**config.mk**
```make
export PLATFORM = sky130hd
export DESIGN_NAME = phase_scheduler
export DESIGN_NICKNAME = d
export VERILOG_FILES = /design/src/rtl/phase_scheduler.sv
export SDC_FILE = /design/constraint.sdc
export NUM_CORES = 1
export LEC_CHECK = 0
export BUFFER_PORTS_ARGS = -buffer_cell sky130_fd_sc_hd__buf_2
export CAP_MARGIN = 0
export CORE_UTILIZATION = 56
export DETAILED_ROUTE_END_ITERATION = 8
export PLACE_DENSITY_LB_ADDON = 0.12
export SETUP_SLACK_MARGIN = 0.4
export SYNTH_ARGS = -nofsm -noshare
export SYNTH_HDL_FRONTEND = slang
export SYNTH_SLANG_ARGS = --single-unit
export TNS_END_PERCENT = 10
```
**constraint.sdc**
```tcl
create_clock -name clk -period 3.2 [get_ports clk]
set_clock_uncertainty 0.1 [all_clocks]
set_input_delay 0.64 -clock clk [delete_from_list [all_inputs] [get_ports clk]]
set_output_delay 0.64 -clock clk [all_outputs]
set_load 0.01 [all_outputs]
```
**src/rtl/phase_scheduler.sv**
```systemverilog
// Round-robin phase scheduler for a four-approach intersection with emergency
// preemption; one approach at a time goes green -> yellow -> all-red.
module phase_scheduler #(
    parameter int unsigned MIN_GREEN    = 4,
    parameter int unsigned MAX_GREEN    = 16,
    parameter int unsigned YELLOW_TIME  = 3,
    parameter int unsigned ALL_RED_TIME = 1,
    parameter int unsigned CNT_W        = 8
) (
    input  logic       clk,
    input  logic       rst,
    input  logic       tick,
    input  logic [3:0] req,
    input  logic [3:0] emg_req,
    output logic [7:0] lights,
    output logic [3:0] grant,
    output logic [1:0] phase,
    output logic       emg_active
);

    typedef enum logic [1:0] {
        PH_ALL_RED = 2'd0,
        PH_GREEN   = 2'd1,
        PH_YELLOW  = 2'd2
    } phase_e;

    localparam logic [CNT_W-1:0] MIN_G  = CNT_W'(MIN_GREEN);
    localparam logic [CNT_W-1:0] MAX_G  = CNT_W'(MAX_GREEN);
    localparam logic [CNT_W-1:0] YEL_T  = CNT_W'(YELLOW_TIME);
    localparam logic [CNT_W-1:0] AR_T   = CNT_W'(ALL_RED_TIME);
    localparam logic [CNT_W-1:0] CNT_1  = CNT_W'(1);

    phase_e           phase_q, phase_d;
    logic [CNT_W-1:0] timer_q, timer_d;
    logic [CNT_W-1:0] timer_adv_s;
    logic [3:0]       grant_q, grant_d;
    logic [1:0]       rr_ptr_q, rr_ptr_d;
    logic             emg_active_q, emg_active_d;
    logic [7:0]       lights_q, lights_d;

    function automatic logic [3:0] lowest_one(input logic [3:0] v);
        return v & (~v + 4'd1);
    endfunction

    // First set bit after ptr, wrapping; the smallest offset overwrites last.
    function automatic logic [3:0] rr_pick(input logic [3:0] v, input logic [1:0] ptr);
        logic [3:0] r;
        logic [1:0] idx;
        r = 4'd0;
        for (int k = 4; k >= 1; k--) begin
            idx = ptr + 2'(k);
            r   = v[idx] ? (4'b0001 << idx) : r;
        end
        return r;
    endfunction

    function automatic logic [1:0] onehot_idx(input logic [3:0] oh);
        case (oh)
            4'b0001: return 2'd0;
            4'b0010: return 2'd1;
            4'b0100: return 2'd2;
            4'b1000: return 2'd3;
            default: return 2'd0;
        endcase
    endfunction

    function automatic logic [7:0] decode_lights(input phase_e ph, input logic [3:0] g);
        logic [1:0] color;
        logic [7:0] l;
        case (ph)
            PH_GREEN:  color = 2'b10;
            PH_YELLOW: color = 2'b01;
            default:   color = 2'b00;
        endcase
        l = 8'd0;
        for (int i = 0; i < 4; i++) begin
            l[2*i +: 2] = g[i] ? color : 2'b00;
        end
        return l;
    endfunction

    // Timer value this edge would produce if the phase does not change.
    always_comb begin
        if (!tick) begin
            timer_adv_s = timer_q;
        end else if (timer_q >= MAX_G) begin
            timer_adv_s = MAX_G;
        end else begin
            timer_adv_s = timer_q + CNT_1;
        end
    end

    // Next-state and registered-output computation.
    always_comb begin
        phase_d      = phase_q;
        timer_d      = timer_adv_s;
        grant_d      = grant_q;
        rr_ptr_d     = rr_ptr_q;
        emg_active_d = emg_active_q;
        case (phase_q)
            PH_ALL_RED: begin
                grant_d      = 4'd0;
                emg_active_d = 1'b0;
                if ((timer_adv_s >= AR_T) && ((|req) || (|emg_req))) begin
                    phase_d = PH_GREEN;
                    timer_d = '0;
                    if (|emg_req) begin
                        grant_d      = lowest_one(emg_req);
                        emg_active_d = 1'b1;
                    end else begin
                        grant_d  = rr_pick(req, rr_ptr_q);
                        rr_ptr_d = onehot_idx(grant_d);
                    end
                end else begin
                    phase_d = PH_ALL_RED;
                end
            end
            PH_GREEN: begin
                if (|(emg_req & grant_q)) begin
                    phase_d = PH_GREEN;
                end else begin
                    // Emergency service ends here; normal rules resume on the same edge.
                    emg_active_d = 1'b0;
                    if (|(emg_req & ~grant_q)) begin
                        phase_d = PH_YELLOW;
                        timer_d = '0;
                    end else if ((timer_adv_s >= MIN_G) && (|(req & ~grant_q)) &&
                                 (!(|(req & grant_q)) || (timer_adv_s >= MAX_G))) begin
                        phase_d = PH_YELLOW;
                        timer_d = '0;
                    end else begin
                        phase_d = PH_GREEN;
                    end
                end
            end
            PH_YELLOW: begin
                if (timer_adv_s >= YEL_T) begin
                    phase_d      = PH_ALL_RED;
                    timer_d      = '0;
                    grant_d      = 4'd0;
                    emg_active_d = 1'b0;
                end else begin
                    phase_d = PH_YELLOW;
                end
            end
            default: begin
                phase_d      = PH_ALL_RED;
                timer_d      = '0;
                grant_d      = 4'd0;
                emg_active_d = 1'b0;
            end
        endcase
        lights_d = decode_lights(phase_d, grant_d);
    end

    // State and output registers; reset forces all-red with N next in line.
    always_ff @(posedge clk or negedge rst) begin
        if (!rst) begin
            phase_q      <= PH_ALL_RED;
            timer_q      <= '0;
            grant_q      <= 4'd0;
            rr_ptr_q     <= 2'd3;
            emg_active_q <= 1'b0;
            lights_q     <= 8'd0;
        end else begin
            phase_q      <= phase_d;
            timer_q      <= timer_d;
            grant_q      <= grant_d;
            rr_ptr_q     <= rr_ptr_d;
            emg_active_q <= emg_active_d;
            lights_q     <= lights_d;
        end
    end

    assign lights     = lights_q;
    assign grant      = grant_q;
    assign phase      = phase_q;
    assign emg_active = emg_active_q;

endmodule

```
==> results of run 1 <==
-- area by class of cell --
type                       instances  area (sq um)
clock buffer                       3          22.5
clock inverter                     1          5.00
fill                             205           816
inverter                          14          52.6
multi-input combinational        131          1020
sequential                        25           628
tap                               31          38.8
timing repair buffer              35           200
-- worst max path at each step --
stage	end	slack (ns)	from	depth (start not counted)
2_1_floorplan	lights[4]	0.40	rr_ptr_q[0]	8
3_3_place_gp	lights[4]	0.29	rr_ptr_q[1]	8
3_5_place_dp	lights[4]	0.21	rr_ptr_q[0]	8
4_1_cts	lights[4]	0.32	rr_ptr_q[1]	8
5_1_grt	lights[7]	0.27	rr_ptr_q[1]	9
6_report	lights[4]	0.37	rr_ptr_q[1]	8
-- power by group through the flow --
stage,Clock [W],Sequential [W],Combinational (W)
after global placement,0,0.000501,0.00101
after floorplan,0,0.000519,0.000736
after global routing,0.000157,0.000492,0.00137
after CTS,0.000147,0.000479,0.00112
after detailed placement,0,0.000509,0.00105
final,0.000140,0.000482,0.00126
-- logic make-up (layout without fill, tap and decap cells) --
kind of cell	after synthesis	after routing	share of synthesized area, %
compound gates	51	51	22.4
xor+xnor	2	2	1.06
fa+ha+maj	8	8	6.07
buf+inv	17	53	3.94
flops	25	25	38.1
mux	5	6	6.37
simple gates	64	64	22.1
-- sequential cells by signal, indices dropped and copies added (netlist names) --
name	cells
grant	4
lights	8
timer_q	8
rr_ptr_q	2
phase	2
emg_active	1
-- through the flow --
step | utilization (%) | worst slack, ns | cells
4_1_cts | 68.1 | 0.315 | 236
2_1_floorplan | - | 0.396 | 172
3_5_place_dp | 66.3 | 0.207 | 229
3_3_place_gp | 66.3 | 0.291 | 229
6_report | 70.7 | 0.368 | 240
5_1_grt | 70.7 | 0.266 | 240
-- layer usage --
layer | vias to the layer above | share of wire [%]
met2 | 51 | 49
met3 | 6 | 4.8
met1 | 776 | 44
li1 | 729 | -
met5 | - | 0
met4 | 0 | 1.3
-- placed cells by master (no fill, tap or decap), types with 7 or more instances in the layout --
cell / synthesis / layout
o21ai_0: 10 / 10
inv_1: 14 / 12
a21oi_1: 13 / 12
dfrtp_1: 23 / 23
nor3b_1: 8 / 8
nor2_1: 7 / 7
buf_2: 0 / 25
buf_4: 0 / 10
nand2_1: 18 / 18
ha_1: 8 / 7
-- timing repair --
action | CTS | global route
pin swaps | 2 | 5
setup buffers | 3 | 3
gates resized for setup | 1 | 4
endpoints found under the setup margin | 10 | 13
gates cloned | 0 | 1
hold buffers | 0 | 0
==> impl_results.md, run 1 <==
* Status: finished clean
* Worst R2R Setup Slack at 0.37 ns
* Layout cells sized above 1 at 28.2%
* Mapped Nets at between 150 and 200
* Combinational Power Share at 66.9%
* Arr. time, crit path at 2.99 ns
* Sequential Power Share at about 26%
* Slew headroom at 59.9%
* Placer Congestion at 0.834
* Die H at about 56 um
* Largest net degree at the start of global routing at 26
* Netlist cell types at 47
* Drt drc at 0
* First-pass GRT wire length at 6540 um
* Vias post-DR at about 1600
* Nets at 229
* Antenna diode count at 0
* Number of buffers inserted by port buffering at 25
* Critical Path Max Stage Delay at approximately 0.57 ns
* Critical Path End Type: flip-flop
* Bufs on Longest Clock Path at 2
* Tcrit/Tclk final at 88.5%
* Pwr Total at 0.00188 W
* Post-synth top area share at 34.9%
* #FFs+latches synth at 25
* Total grt overflow at 0
* Clk pwr share at 7.5%
* Clock Tree Root: clkbuf_4
* Unrepaired setup endpoints after global routing: true
* TNS Setup at 0 ns
* Sw Share at 44.9%
* Core Rows at 19
* Post-layout min period at 2.83 ns
* Htree depth at 1
* DP Area at 1840 sq um
* Tot GR Track Use at 26.1%
* CTS tree: done
* Die area at 3170 sq um
* Vias in the first global route at between 1000 and 1500
* Crit path required time at 3.36 ns
* Initial antenna violation count at 0
* Busiest grt layer: met2
* Least-Margin Pin Slew at 0.595 ns
* Crit path cell chain: inv_2 -> ha_4 -> mux4_2 -> nand3b_4 -> a311oi_4 -> a21oi_2 -> or4_4 -> a21oi_2
* Internal power at a little over 0.001 W
* Number of synthesized flops with an enable pin at 0
* Crit path max fanout at 4
* Post-DP HPWL at 2840 um
* Slowest cell on the critical path: dfstp_2
* Critical path launch point type: flip-flop
* Register area share after synthesis at 38.1%
* 1st-iter DRT viols at 133
* Met2 usage at between 40 and 50%
* Crit-path leading delay family: simple AND/OR/NAND/NOR gates
* Worst R2R End: lights[4]
* Cell accounting for the most synthesized area: dfrtp_1
* Post-synthesis async set-or-reset flop share at 100%
* Initial Utilization at between 50 and 60%
* Count of final setup violators at 0
* Hold Crit Class: in -> async
* Leakage power at between 0.9 and 1 nW
* Core area at 2780 sq um
* Largest cells by area after synthesis: dfrtp_1 (35%), ha_1 (6.1%), nand2_1 (4.1%)
* Pwr dens at between 900 and 1000 nW/um^2
* CP most frequent cell: a21oi_2
* Design Area, Final at 1970 sq um
* Most frequent cell after synthesis: dfrtp_1
* Clock transition at path regs at about 0.13 ns
* Hold WS at between 0.15 and 0.2 ns
* Global-route track usage on met3 at 3.00%
* Critical path class: reg -> reg
* Width of the die at 56.3 um
* Num ports at 26
* Clock Sinks at 25
* Max frequency at 353 MHz
* Mapped Cells at 172
* Slew Limit Fails at 0
* Avg Cell Area, Syn at 9.59 sq um
* Layout area overhead at 19.1%
* Via density at 6.51
* Reg-to-Reg Start: rr_ptr_q[1]
* Hold Fails Final Rpt at 0
* Syn. warnings at 0
* GRT met1 Usage at 35.2%
* R2r worst-path depth at 8
* Clk Latency, worst-skew pair at ~0.32 ns
* Avg WL per Cell at 16.5 um
* Crit path buf inv count at 1
* Total CTS buffers at 3
* Post-DRT Antenna Nets at 0
* Max cap viols at 0
* Maximum vdd ir drop at between 0.9 and 1 mV
* Post-synth top cells: dfrtp_1 (23), nand2_1 (18), inv_1 (14)
* TritonRoute pass-1 iters at 5
* Total length of routed wires at 3970 um
* Mapped Area at between 1500 and 2000 sq um
* Switching power total at 0.000842 W
* Post-synth top flop: dfrtp_1
No activity file was read; power rests on OpenSTA's default activity.
==> run 2: changes to the inputs <==
- PLACE_DENSITY: default -> 0.9
- PLACE_DENSITY_LB_ADDON: 0.12 -> default
- TNS_END_PERCENT: 10 -> 1
==> run 2 against run 1 <==
Highest routed layer unchanged. Combinational power fell by 6%. Design area shrank 2.7%. Core utilization is 1.9 points lower. Largest cell class unchanged. Cell count shrank 1.7%. Fmax increased by 1.1%. Critical path type unchanged.
==> impl_results.md, run 2 (synthesis gave the netlist of run 1 again) <==
* Status: finished clean
* Vias in the first global route at about 1500
* Clock Tree Root: clkbuf_4
* Arr. time, crit path at 2.96 ns
* Total stage count of the critical path at 8
* Final Util at 68.7%
* Reg-to-Reg Start: rr_ptr_q[1]
* Max cap viols at 0
* Total CTS buffers at 3
* Hold Fails Final Rpt at 0
* TritonRoute pass-1 iters at 4
* Vias post-DR at 1506
* R2r worst-path depth at 8
* Total grt overflow at 0
* Bufs on Longest Clock Path at 2
* Clock transition at path regs at 0.13 ns
* Unrepaired setup endpoints after global routing: true
* Fillcell total at 208
* Core area at 2780 sq um
* Count of final setup violators at 0
* Total length of routed wires at 3880 um
* Most frequent cells in the layout: buf_2 (25), dfrtp_1 (23), nand2_1 (18), a21oi_1 (13), inv_1 (12)
* Slowest cell on the critical path: dfstp_2
* Layout area overhead at 15.8%
* DP Area at 1830 sq um
* Post-DP HPWL at 2890 um
* Crit path required time at between 3 and 4 ns
* Critical Path Max Stage Delay at 0.56 ns
* Initial antenna violation count at 0
* Tcrit/Tclk final at 87.6%
* Crit path buf inv count at 1
* Layout cells sized above 1 at 26.3%
* Initial Utilization at 59.3%
* Antenna diode count at 0
* Die area at 3170 sq um
* First-pass GRT wire length at roughly 6500 um
* Maximum vdd ir drop at 0.801 mV
* # hold bufs at CTS at 0
* Avg WL per Cell at roughly 16 um
* Via density at 6.38
* Slew Limit Fails at 0
* Clock Sinks at 25
* Critical path launch point type: flip-flop
* Number of buffers inserted by port buffering at 25
* Placer Congestion at ~0.9
* Tot GR Track Use at 27.0%
* CTS tree: done
* Nets at 225
* Critical path class: reg -> reg
* Critical Path End Type: flip-flop
* Commonest non-fill, non-tap cell in the layout: buf_2
* Leakage power at around 0.91 nW
* Largest net degree at the start of global routing at 26
* TNS Setup at 0 ns
* 1st-iter DRT viols at 137
* Post-DRT Antenna Nets at 0
* Drt drc at 0
* Hold Crit Class: in -> async
* Design Area, Final at between 1500 and 2000 sq um
* Max frequency at ~360 MHz
* Crit-path leading delay family: simple AND/OR/NAND/NOR gates
* Post-layout min period at 2.80 ns
* Setup crit start: rr_ptr_q[1]
* Clk Latency, worst-skew pair at 0.32 ns
* Least-Margin Pin Slew at a little under 0.6 ns
* Num ports at 26
* Crit path cell chain: inv_2 -> ha_4 -> mux4_2 -> nand3b_4 -> a311oi_4 -> a21oi_1 -> or4_4 -> a21oi_2
* Pwr dens at 943 nW/um^2
* Slew headroom at 60.6%
* Htree depth at 1
* Width of the die at 56.3 um
* Die H at 56.3 um
* Crit path max fanout at 6
* Core Rows at 19
## run 2: report_power, final
| part | switching [W] | leakage [nW] | internal [W] | total [W] |
|---|---|---|---|---|
| clock | 0.0000940 | 0.0150 | 0.0000489 | 0.000143 |
| sequential | 0.0000739 | 0.333 | 0.000406 | 0.000480 |
| combinational | 0.000663 | 0.564 | 0.000517 | 0.00118 |
| total | 0.000831 | 0.912 | 0.000973 | 0.00180 |
## run 2: metal layers
metal | global-route usage, % | wire length [um]
met2 | 44.9 | 1980
met5 | 0 | 0
met1 | 32.1 | 1530
met4 | 16.0 | 109
met3 | 5.99 | 254
## run 2: final cells by class
class / count / area, sq um / area share (%)
Clock buffer: 4 / 26.3 / 1.37
Inverter: 14 / 52.6 / 2.75
Multi-Input combinational cell: 130 / 988 / 51.7
Sequential cell: 25 / 628 / 32.9
Tap cell: 31 / 38.8 / 2.03
Timing Repair Buffer: 32 / 178 / 9.29
## run 2: final timing paths
| path | slack, ns | end |
|---|---|---|
| setup / recovery | 0.40 | lights[4] |
| hold / removal | 0.17 | grant[1] |
| setup reg to reg | 0.40 | lights[4] |
| hold reg to reg | 0.41 | emg_active |
| max in group asynchronous | 2.46 | rr_ptr_q[1] |
| min in group clk | 0.41 | emg_active |
## run 2: timing repair
action,in CTS,in global routing
setup buffers,3,2
pin swaps,3,2
gates resized for setup,2,2
endpoints found under the setup margin,13,11
## run 2: stage by stage
step | total power, W | hold slack, ns | instances | setup slack, ns
floorplan | 0.00126 | 0.244 | 172 | 0.396
finish | 0.00180 | 0.168 | 236 | 0.398
global route | 0.00194 | 0.205 | 236 | 0.310
global placement | 0.00147 | 0.385 | 227 | 0.316
CTS | 0.00172 | 0.189 | 234 | 0.331
detailed placement | 0.00153 | 0.377 | 227 | 0.202
## run 2: worst reg2reg max path, stage by stage, from the launching register on
cell      delay [ns]
dfstp_2         0.56
inv_2           0.06
ha_4            0.28
mux4_2          0.55
nand3b_4        0.19
a311oi_4        0.29
a21oi_1         0.11
or4_4           0.44
a21oi_2         0.15
